$ cat config.mk
export PLATFORM = sky130hd
export DESIGN_NAME = button_repeater
export DESIGN_NICKNAME = d
export VERILOG_FILES = /design/src/rtl/button_repeater.sv
export SDC_FILE = /design/constraint.sdc
export NUM_CORES = 1
export LEC_CHECK = 0
export CELL_PAD_IN_SITES_DETAIL_PLACEMENT = 1
export CELL_PAD_IN_SITES_GLOBAL_PLACEMENT = 2
export CORE_AREA = 4 4 147 149
export DETAILED_ROUTE_END_ITERATION = 10
export DIE_AREA = 0 0 151 153
export GPL_ROUTABILITY_DRIVEN = 0
export GPL_TIMING_DRIVEN = 0
export PLACE_DENSITY = 0.72
export SETUP_SLACK_MARGIN = 0.05
export SLEW_MARGIN = 20
export SYNTH_ARGS = -nofsm -noshare
export SYNTH_HDL_FRONTEND = slang
export SYNTH_SLANG_ARGS = --single-unit
$ cat constraint.sdc
create_clock -name clk -period 2.6 [get_ports clk]
set_input_delay 0.65 -clock clk [delete_from_list [all_inputs] [get_ports clk]]
set_output_delay 0.65 -clock clk [all_outputs]
set_load 0.005 [all_outputs]
$ cat src/rtl/button_repeater.sv
// Per-channel press / auto-repeat / release pulse generator for debounced buttons.
// Every output is registered. Each channel runs its own small FSM and counter.
//
// state     | meaning
// IDLE      | button released, no counting
// WAIT_HOLD | pressed, counting toward the first repeat (or parked while repeat is disabled)
// REPEAT    | held past the first repeat, counting toward the next one
module button_repeater #(
  parameter int width            = 4,
  parameter int hold_count_max   = 62500000,
  parameter int repeat_count_max = 12500000
) (
  input  logic             clk,
  input  logic             rst_n,
  input  logic [width-1:0] debounced_signal,
  input  logic [width-1:0] repeat_en,
  output logic [width-1:0] press_pulse,
  output logic [width-1:0] repeat_pulse,
  output logic [width-1:0] release_pulse,
  output logic [width-1:0] held
);

  localparam int CNT_MAX = (hold_count_max > repeat_count_max) ? hold_count_max : repeat_count_max;
  localparam int CNT_W   = (CNT_MAX > 1) ? $clog2(CNT_MAX) : 1;
  localparam logic [CNT_W-1:0] HOLD_TC = CNT_W'(hold_count_max - 1);
  localparam logic [CNT_W-1:0] REP_TC  = CNT_W'(repeat_count_max - 1);

  typedef enum logic [1:0] {
    IDLE      = 2'd0,
    WAIT_HOLD = 2'd1,
    REPEAT    = 2'd2
  } state_e;

  for (genvar g = 0; g < width; g++) begin : g_ch
    state_e           state_q, state_d;
    logic [CNT_W-1:0] cnt_q, cnt_d;
    logic             prev_q;
    logic             press_q, press_d;
    logic             repeat_q, repeat_d;
    logic             release_q, release_d;
    logic             held_q;
    logic             rise, fall;

    assign rise = debounced_signal[g] & ~prev_q;
    assign fall = ~debounced_signal[g] & prev_q;

    // Outside IDLE with no edge the input is steadily high, so only the
    // enable and the counter matter here. Release beats a pending repeat.
    always_comb begin
      state_d   = state_q;
      cnt_d     = cnt_q;
      press_d   = 1'b0;
      repeat_d  = 1'b0;
      release_d = 1'b0;
      if (rise) begin
        press_d = 1'b1;
        state_d = WAIT_HOLD;
        cnt_d   = '0;
      end else if (fall) begin
        release_d = 1'b1;
        state_d   = IDLE;
        cnt_d     = '0;
      end else if (state_q != IDLE) begin
        if (!repeat_en[g]) begin
          state_d = WAIT_HOLD;
          cnt_d   = '0;
        end else if (cnt_q == ((state_q == WAIT_HOLD) ? HOLD_TC : REP_TC)) begin
          repeat_d = 1'b1;
          state_d  = REPEAT;
          cnt_d    = '0;
        end else begin
          cnt_d = cnt_q + CNT_W'(1);
        end
      end
    end

    always_ff @(posedge clk or negedge rst_n) begin
      if (!rst_n) begin
        state_q   <= IDLE;
        cnt_q     <= '0;
        prev_q    <= 1'b0;
        press_q   <= 1'b0;
        repeat_q  <= 1'b0;
        release_q <= 1'b0;
        held_q    <= 1'b0;
      end else begin
        state_q   <= state_d;
        cnt_q     <= cnt_d;
        prev_q    <= debounced_signal[g];
        press_q   <= press_d;
        repeat_q  <= repeat_d;
        release_q <= release_d;
        held_q    <= (state_d != IDLE);
      end
    end

    assign press_pulse[g]   = press_q;
    assign repeat_pulse[g]  = repeat_q;
    assign release_pulse[g] = release_q;
    assign held[g]          = held_q;
  end

endmodule

==> run summary, run 1 <==
Gr ovfl total = 0
Row count = 52
HPWL reported at the end of detailed placement = 12.48 mm
Largest net degree at the start of global routing = 97
Yosys top cell area share = 0.4729
Post-Syn Area = 0.006984 mm^2
Max Cap Viol = 0
DIE AREA = 0.02310 mm^2
Vias per cell = 5.401
Async set or reset register ratio after synthesis = 1.000
Area delta synth->final = 20.44%
Setup-failing EPs final = 0
Vias in the first global route = 6,208
P_int = 3573 uW
Vias post-DR = 5,909
Dpl ws = -0.9171 ns
GRT Overall Usage = 0.1649
Switch share = 0.2540
Initial Util = 0.3463
Cts bufs inserted = 17
Most numerous cell in the Yosys netlist = dfrtp_1
Arr. time, crit path = 2.76 ns
CTS sink cnt = 132
I/O Buffers = 25
Final nets = 833
Die height = 153 um
Syn Nets = 775
Startpoint Class = input pin
Slew Limit Fails = 0
Share of total power in sequential cells = 0.444
Class of the worst hold path = in2async
Total negative slack = 0 ns
Slew @ Worst Pin = 0.8103 ns
Maximum clock rate = 0.4062 GHz
Post-synth top area cell = dfrtp_1
Ranking of synthesized cells by area = dfrtp_1 (47%), nor2_1 (4.4%), nand2_1 (4.2%)
Final clock skew = 0.01388 ns
Total chip power = 4790 uW
#FFs+latches synth = 132
Clk buf depth = 2
Power density over the cells = 569.5 mW/mm^2
Die W = 151 um
Sequential-to-total area share from yosys stat = 0.4729
Pre-antenna DRT Iters = 4
Top FF cell, synth = dfrtp_1
ANT nets after route = 0
Post-Syn Instances = 753
N_diodes = 0
Clock transition at path regs = 0.06 ns
Hold buffer count at cts = 0
Type of the worst setup path = in2reg
Routed len/inst = 16.60 um
Worst vdd ir = 417.3 uV
CTS tree = built
Layout cell share with drive strength beyond 1 = 0.1250
Top Ports = 26
Nature of the critical path endpoint = register
Core Footprint = 0.02017 mm^2
Post-synth EDFFs = 0
Initial antenna violation count = 0
P_sw = 1217 uW
Combinational fraction of design power = 0.080
Average size of a mapped cell = 9.275 um^2
First-pass GRT wire length = 31.16 mm
Final Hold Viols = 0
Clock power share = 0.476
Synth unique cells = 52
Final WL = 18.16 mm
Final Worst Setup Slack = 0.1383 ns
Top cells by count, synth = dfrtp_1 (132), nor2_1 (82), nand2_1 (78)
H-Tree Depth = 4
CP Data Required Time = 2.90 ns
DRT iter0 DRCs = 253
Final clock period utilization by the worst path = 0.9468
YS warnings = 0
Root buf cell = clkbuf_16
Leakage power = 0.003387 uW
# DRC = 0
RSZ-0062 raised after global routing = no
Crit Path Max Fanout = 10
Worst-skew pair later-pin latency = 0.43 ns
Status = completed
Clock period minus worst slack = 2.462 ns
Max-slew headroom = 0.4556
==> placed cells by master (no fill, tap or decap), drive strengths merged, types with 7 or more instances in the layout <==
master         instances
a21oi                 20
a31oi                  9
and3                  13
and4                  17
buf                   36
clkbuf                39
clkdlybuf4s50         23
clkinv                 9
dfrtp                132
ha                    12
inv                   31
nand2                 78
nand3                 51
nand4                 46
nand4b                 7
nor2                  82
nor3                  17
nor3b                 11
nor4                  20
o21ai                 22
o311ai                 9
or3                   14
xnor2                 32
xor2                  29
==> power groups by stage <==
stage	registers, uW	logic, uW	clock network (uW)
3_3_place_gp	2160	336	0
6_report	2130	384	2280
2_1_floorplan	2150	183	0
4_1_cts	2130	369	2350
5_1_grt	2130	430	2450
3_5_place_dp	2160	354	0
==> final cells by class <==
cell class | count | area [um^2]
Timing Repair Buffer | 41 | 394.1
Tap cell | 270 | 337.8
Multi-Input combinational cell | 550 | 3486
Sequential cell | 132 | 3303
Buffer | 39 | 225.2
Clock inverter | 13 | 110.1
Fill cell | 2306 | 11760
Inverter | 30 | 112.6
Clock buffer | 19 | 442.9
==> what timing repair did <==
item	4_1_cts	5_1_grt
setup buffers	1	14
endpoints found under the setup margin	66	77
hold endpoints to repair	0	0
gates cloned	0	0
resized for setup	22	16
pin swaps	3	5
==> per-layer routing <==
| metal | track usage | share of wire | up-vias |
|---|---|---|---|
| li1 | - | - | 2823 |
| met1 | 0.2162 | 0.47 | 3014 |
| met2 | 0.2724 | 0.49 | 54 |
| met3 | 0.03702 | 0.029 | 18 |
| met4 | 0.04750 | 0.013 | 0 |
| met5 | 0 | 0 | - |
==> cells by family after synthesis <==
family | after synthesis | share of synthesized area
flip-flops | 132 | 0.4729
XOR/XNOR | 61 | 0.07650
buffers and inverters | 71 | 0.04730
adder cells (fa/ha/maj) | 12 | 0.02150
AND/OR/NAND/NOR | 390 | 0.3022
AO/OA/AOI/OAI | 87 | 0.07954
==> sequential cells by signal, summed over array words and instances (netlist names) <==
| register | flops |
|---|---|
| g_ch.press_q | 4 |
| g_ch.state_q | 8 |
| g_ch.repeat_q | 4 |
| g_ch.held_q | 4 |
| g_ch.prev_q | 4 |
| g_ch.cnt_q | 104 |
| g_ch.release_q | 4 |
==> critical path: stages <==
cell             delay [ns]
clkdlybuf4s50_1        0.51
inv_1                  0.06
ha_1                   0.30
nor3b_2                0.19
clkbuf_2               0.23
nor4_4                 0.27
buf_4                  0.20
nand4_1                0.13
xor2_1                 0.16
nor2_1                 0.05
==> path summary, 6_finish.rpt <==
| kind | start | to | slack (ns) | cells after the start |
|---|---|---|---|---|
| hold reg to reg | g_ch[3].cnt_q[1] | g_ch[3].cnt_q[1] | 0.53 | 2 |
| setup reg to reg | g_ch[0].cnt_q[0] | g_ch[0].cnt_q[21] | 0.25 | 8 |
| min in group clk | g_ch[3].cnt_q[1] | g_ch[3].cnt_q[1] | 0.53 | 2 |
| max in group asynchronous | rst_n | g_ch[1].prev_q | 1.73 | 2 |
| setup / recovery | debounced_signal[3] | g_ch[3].cnt_q[24] | 0.14 | 10 |
| hold / removal | rst_n | g_ch[2].cnt_q[22] | 0.1 | 1 |
==> per-stage QoR <==
stage	cells	utilization	hold WS, ns	cell area [um^2]
final	1094	0.4171	0.09701	8412
after global routing	1094	0.4171	0.1006	8412
after CTS	1081	0.4099	0.09541	8268
after global placement	1048	0.3754	0.4998	7572
after floorplan	753	-	0.3544	6984
after detailed placement	1049	0.3776	0.5176	7616
(Power assumes the default switching activity.)
==> inputs of run 2 (changes only) <==
ABC_AREA = 1   (was not set)
CORE_AREA = 4 4 160 162   (was 4 4 147 149)
DIE_AREA = 0 0 164 166   (was 0 0 151 153)
PLACE_DENSITY = 0.79   (was 0.72)
==> run summary, run 2 <==
Sequential-to-total area share from yosys stat = 0.3944 (-0.07851)
DIE AREA = 0.02722 mm^2 (+18%)
Post-Syn Area = 0.008374 mm^2 (+20%)
Post-synth top area cell = dfrtp_1
Core Footprint = 0.02411 mm^2 (+20%)
Initial Util = 0.3474 (+0.001122)
Die height = 166 um (+8.5%)
Area delta synth->final = 15.39%
Cts bufs inserted = 17 (unchanged)
Setup crit start = debounced_signal[2]
# DRC = 0 (unchanged)
Arr. time, crit path = 2.62 ns (-0.14 ns)
Startpoint Class = input pin
Slew @ Worst Pin = 0.5206 ns (-0.2898 ns)
Routed len/inst = 14.75 um (-11%)
Class of the worst hold path = in2async
Worst vdd ir = 310.2 uV (-26%)
Status = completed
Vias post-DR = 7,528 (+27%)
R2R Path Start = g_ch[2].prev_q
Reg2Reg Depth = 7 (-1)
YS warnings = 0 (unchanged)
Total negative slack = 0 ns (unchanged)
Power density over the cells = 538.3 mW/mm^2 (-5.5%)
Type of the worst setup path = in2reg
Final nets = 1,260 (+51%)
H-Tree Depth = 4 (unchanged)
Ranking of synthesized cells by area = dfrtp_1 (39%), nand2_1 (16%), inv_1 (6.9%)
Top cells by count, synth = nand2_1 (365), inv_1 (155), nor2_1 (149)
Largest net degree at the start of global routing = 83 (-14%)
Syn Nets = 1,215 (+57%)
Yosys top cell area share = 0.3944 (-0.07851)
Clk buf depth = 2 (unchanged)
Filler instances = 3,098 (+34%)
Number of flip-flops under the largest register name = 104 (unchanged)
Die W = 164 um (+8.6%)
N_diodes = 0 (unchanged)
Most frequent cells in the layout = nand2_1 (365), inv_1 (155), nor2_1 (149), dfrtp_1 (132), nand3_1 (98)
Synth unique cells = 42 (-19%)
Largest family of logic cells by synthesized area = simple AND/OR/NAND/NOR gates
Most numerous cell in the Yosys netlist = nand2_1
Top FF cell, synth = dfrtp_1
Clock transition at path regs = 0.06 ns (about the same)
First-pass GRT wire length = 39.99 mm (+28%)
RSZ-0062 raised after global routing = no
#FFs+latches synth = 132 (unchanged)
Worst-skew pair later-pin latency = 0.43 ns (about the same)
Final WL = 23.23 mm (+28%)
Slew Limit Fails = 0 (unchanged)
Post-synth EDFFs = 0 (unchanged)
Nature of the critical path endpoint = register
Synth Area in XOR/XNOR = 0.05439 (-0.02211)
Row count = 57 (+9.6%)
Average size of a mapped cell = 7.020 um^2 (-24%)
Crit Path Max Fanout = 10 (unchanged)
Hold slack = 0.1205 ns (+0.02346 ns)
Final Hold Viols = 0 (unchanged)
Post-synthesis compound-gate area fraction = 0.05035 (-0.02919)
Layout cell share with drive strength beyond 1 = 0.1031 (-0.02188)
Vias in the first global route = 7,935 (+28%)
Post-Syn Instances = 1,193 (+58%)
Post-synthesis adder-cell area fraction = 0.01793 (-0.003568)
Async set or reset register ratio after synthesis = 1.000 (unchanged)
CTS tree = built
HPWL reported at the end of detailed placement = 17.37 mm (+39%)
ANT nets after route = 0 (unchanged)
Reg with most FFs = g_ch.cnt_q
Final clock skew = 0.01248 ns (-0.001400 ns)
Clock period minus worst slack = 2.326 ns (-0.1357 ns)
Maximum clock rate = 0.4299 GHz (+5.8%)
Synth Area in Simple Gates = 0.3831 (+0.08087)
Final clock period utilization by the worst path = 0.8946 (-0.05221)
Commonest non-fill, non-tap cell in the layout = nand2_1
Largest registers = g_ch.cnt_q: 104 flops, g_ch.state_q: 8 flops
GRT Overall Usage = 0.1801 (+0.01528)
Leakage power = 0.004432 uW (+31%)
CTS sink cnt = 132 (unchanged)
Hold buffer count at cts = 0 (unchanged)
I/O Buffers = 25 (unchanged)
Root buf cell = clkbuf_16
Max-slew headroom = 0.6529 (+0.1973)
Proportion of synthesized area in mux cells = 0 (unchanged)
Max Cap Viol = 0 (unchanged)
Final core occ = 0.4009 (-0.01620)
Pre-antenna DRT Iters = 5 (+1)
Gr ovfl total = 0 (unchanged)
Top Ports = 26 (unchanged)
Initial antenna violation count = 0 (unchanged)
Vias per cell = 4.780 (-12%)
Setup-failing EPs final = 0 (unchanged)
DRT iter0 DRCs = 313 (+24%)
CP Data Required Time = 2.90 ns (about the same)
run 2: changes by cell type after synthesis, sizes merged, moves of 17 or more:
cell	delta
and4	-17
inv	+135
o21ai	+31
nor4	-19
nand2	+297
clkbuf	-19
nand4	-18
nor2	+96
xnor2	-20
nand3	+52
run 2: logic make-up (layout without fill, tap and decap cells):
kind of cell,count (synthesis),count (layout)
XOR/XNOR,52,52
AND/OR/NAND/NOR,725,725
adder cells (fa/ha/maj),12,12
buffers and inverters,197,255
flip-flops,132,132
AO/OA/AOI/OAI,75,75
run 2: repair_timing:
item,in CTS,in global routing
endpoints found under the setup margin,0,10
resized for setup,0,3
buffers inserted,0,0
run 2: final cells by class:
class,instances,area [um^2],area share
multi-input combinational,864,4235,0.4383
sequential,132,3303,0.3418
tap,324,405.4,0.04195
timing repair buffer,26,282.8,0.02926
inverter,166,629.4,0.06513
clock inverter,12,128.9,0.01334
buffer,31,211.5,0.02188
clock buffer,20,466.7,0.04830
run 2: critical path, stage by stage:
cell and delay, ns:
clkdlybuf4s50_1 0.52, inv_1 0.07, ha_1 0.32, nand3_2 0.26
inv_2 0.28, nor2_1 0.09, nand2_1 0.14, buf_4 0.21
o21ai_0 0.10
run 2: worst paths after layout:
path                                      to  slack [ns]
hold / removal             g_ch[1].cnt_q[23]        0.12
min in group clk            g_ch[3].cnt_q[1]        0.52
setup / recovery           g_ch[2].cnt_q[16]        0.27
max in group asynchronous  g_ch[2].cnt_q[16]        1.71
hold reg to reg             g_ch[3].cnt_q[1]        0.52
setup reg to reg           g_ch[2].cnt_q[16]        0.69
run 2: where the power goes:
part	switching (uW)	internal, uW
clock	991	1490
sequential	54.2	2130
combinational	365	179
total	1410	3790
run 2: through the flow:
stage                     total power, uW  setup WS (ns)  cells  instance area, um^2
final                                5202         0.2741   1575                 9663
after global routing                 5470        0.08510   1575                 9663
after CTS                            5291         0.1332   1575                 9658
after detailed placement             2776        -0.3237   1543                 9062
after global placement               2755         -5.022   1542                 9030
after floorplan                      2529         0.7623   1193                 8374
run 2: layer usage:
layer  part of all wire  global-route usage
met1               0.49              0.2478
met2               0.48              0.2998
met3              0.019             0.02681
met4             0.0092             0.04048
met5                  0                   0
==> inputs of run 3 (changes only) <==
CTS_BUF_LIST = sky130_fd_sc_hd__clkbuf_2   (was not set)
==> run summary, run 3 (synthesized netlist as in run 2, its figures left out) <==
Commonest non-fill, non-tap cell in the layout = nand2_1
Pre-antenna DRT Iters = 4 (-1)
Clk buf depth = 2 (unchanged)
Largest registers = g_ch.cnt_q: 104 flops, g_ch.state_q: 8 flops
Top Ports = 26 (unchanged)
Most frequent cells in the layout = nand2_1 (365), inv_1 (155), nor2_1 (149), dfrtp_1 (132), nand3_1 (98)
GRT Overall Usage = 0.1782 (-0.001917)
Nature of the critical path endpoint = output pin
Largest net degree at the start of global routing = 83 (unchanged)
CP Data Required Time = 1.95 ns (-0.95 ns)
Worst-skew pair later-pin latency = 0.72 ns (+0.29 ns)
Total negative slack = 0 ns (unchanged)
Number of flip-flops under the largest register name = 104 (unchanged)
H-Tree Depth = 4 (unchanged)
Max Cap Viol = 0 (unchanged)
Die height = 166 um (unchanged)
Clock transition at path regs = 0.24 ns (+0.18 ns)
Power density over the cells = 432.0 mW/mm^2 (-20%)
DRT iter0 DRCs = 348 (+11%)
RSZ-0062 raised after global routing = no
Final clock period utilization by the worst path = 0.9109 (+0.01633)
# DRC = 0 (unchanged)
Final Non-Filler Cells = 1,577 (+0.13%)
CTS sink cnt = 132 (unchanged)
Vias post-DR = 7,490 (-0.50%)
Routed len/inst = 14.56 um (-1.3%)
Setup-failing EPs final = 0 (unchanged)
Filler instances = 3,142 (+1.4%)
Initial Util = 0.3474 (unchanged)
Worst vdd ir = 188.1 uV (-39%)
Final clock skew = 0.04187 ns (+0.02938 ns)
ANT nets after route = 0 (unchanged)
Die W = 164 um (unchanged)
Setup Buffers After CTS = 0 (unchanged)
Layout cell share with drive strength beyond 1 = 0.09904 (-0.004076)
Root buf cell = clkbuf_2
Slew @ Worst Pin = 0.5138 ns (-0.006789 ns)
Gr ovfl total = 0 (unchanged)
Initial antenna violation count = 1 (+1)
Cts repair resizes = 0 (unchanged)
Area delta synth->final = 11.06%
DIE AREA = 0.02722 mm^2 (unchanged)
Hold buffer count at cts = 1 (+1)
First-pass GRT wire length = 39.72 mm (-0.69%)
Reg with most FFs = g_ch.cnt_q
Final Hold Viols = 0 (unchanged)
Vias in the first global route = 7,859 (-0.96%)
Class of the worst hold path = in2async
CTS tree = built
Maximum clock rate = 0.4222 GHz (-1.8%)
Final WL = 22.96 mm (-1.1%)
Placed Cells = 1,543 (unchanged)
Clock period minus worst slack = 2.368 ns (+0.04246 ns)
Vias per cell = 4.750 (-0.63%)
Cts bufs inserted = 17 (unchanged)
Slew Limit Fails = 0 (unchanged)
HPWL reported at the end of detailed placement = 17.37 mm (unchanged)
Type of the worst setup path = reg2out
Crit Path Max Fanout = 1 (-9)
Core Footprint = 0.02411 mm^2 (unchanged)
Startpoint Class = register
Final nets = 1,261 (+0.079%)
Status = completed
Leakage power = 0.004279 uW (-3.4%)
Arr. time, crit path = 1.72 ns (-0.90 ns)
Max-slew headroom = 0.6575 (+0.004527)
I/O Buffers = 25 (unchanged)
Row count = 57 (unchanged)
run 3: cell count changes in the layout (fill, tap and decap cells not counted), sizes merged:
cell / before / now
clkinv: 6 / 10
diode: 0 / 1
clkbuf: 23 / 20
clkinvlp: 4 / 3
dlygate4sd3: 0 / 1
run 3: layer usage:
metal / GRT usage / share of wire / vias up
li1: - / - / 3802
met2: 0.2982 / 0.48 / 36
met1: 0.2468 / 0.50 / 3642
met3: 0.02954 / 0.019 / 10
met4: 0.02845 / 0.0064 / 0
met5: 0 / 0 / -
run 3: layout make-up:
type                            count  area, um^2  share of cell area
Clock inverter                     15       140.1             0.01507
Buffer                             31       210.2             0.02260
Clock buffer                       17       85.08            0.009148
Sequential cell                   132        3303              0.3552
Inverter                          166       625.6             0.06727
Tap cell                          324       405.4             0.04359
Timing Repair Buffer               27       292.8             0.03148
Multi-Input combinational cell    864        4235              0.4554
Antenna cell                        1       2.502           0.0002691
run 3: final timing paths:
kind	from	endpoint	slack, ns	cells after the start
setup reg to reg	g_ch[2].prev_q	g_ch[2].cnt_q[9]	0.65	6
hold / removal	rst_n	g_ch[1].cnt_q[23]	0.37	2
setup / recovery	g_ch[2].repeat_q	repeat_pulse[2]	0.23	2
hold reg to reg	g_ch[3].cnt_q[1]	g_ch[3].cnt_q[1]	0.56	2
max in group asynchronous	rst_n	g_ch[1].cnt_q[9]	1.43	3
min in group clk	debounced_signal[3]	g_ch[3].prev_q	0.41	1
run 3: worst max-delay path, stage by stage, from the launching register on:
cell and delay (ns):
dfrtp_1 0.43, buf_4 0.13, clkdlybuf4s50_1 0.44
run 3: power by group:
| group | leakage (uW) | internal, uW | switching [uW] |
|---|---|---|---|
| clock network | 0.000132 | 428 | 869 |
| logic | 0.00234 | 179 | 362 |
| registers | 0.00180 | 2130 | 54.7 |
| total | 0.00428 | 2730 | 1280 |
run 3: stage by stage:
| stage | power (uW) | setup WS (ns) | instance area, um^2 | hold WS, ns | util |
|---|---|---|---|---|---|
| finish | 4018 | 0.2316 | 9300 | 0.3742 | 0.3858 |
| global route | 4285 | 0.08278 | 9300 | 0.3106 | 0.3858 |
| CTS | 4101 | 0.1409 | 9298 | 0.3174 | 0.3857 |
| detailed placement | 2776 | -0.3237 | 9062 | 0.5136 | 0.3759 |
| global placement | 2755 | -5.022 | 9030 | 0.4979 | 0.3746 |
| floorplan | 2529 | 0.7623 | 8374 | 0.3544 | - |
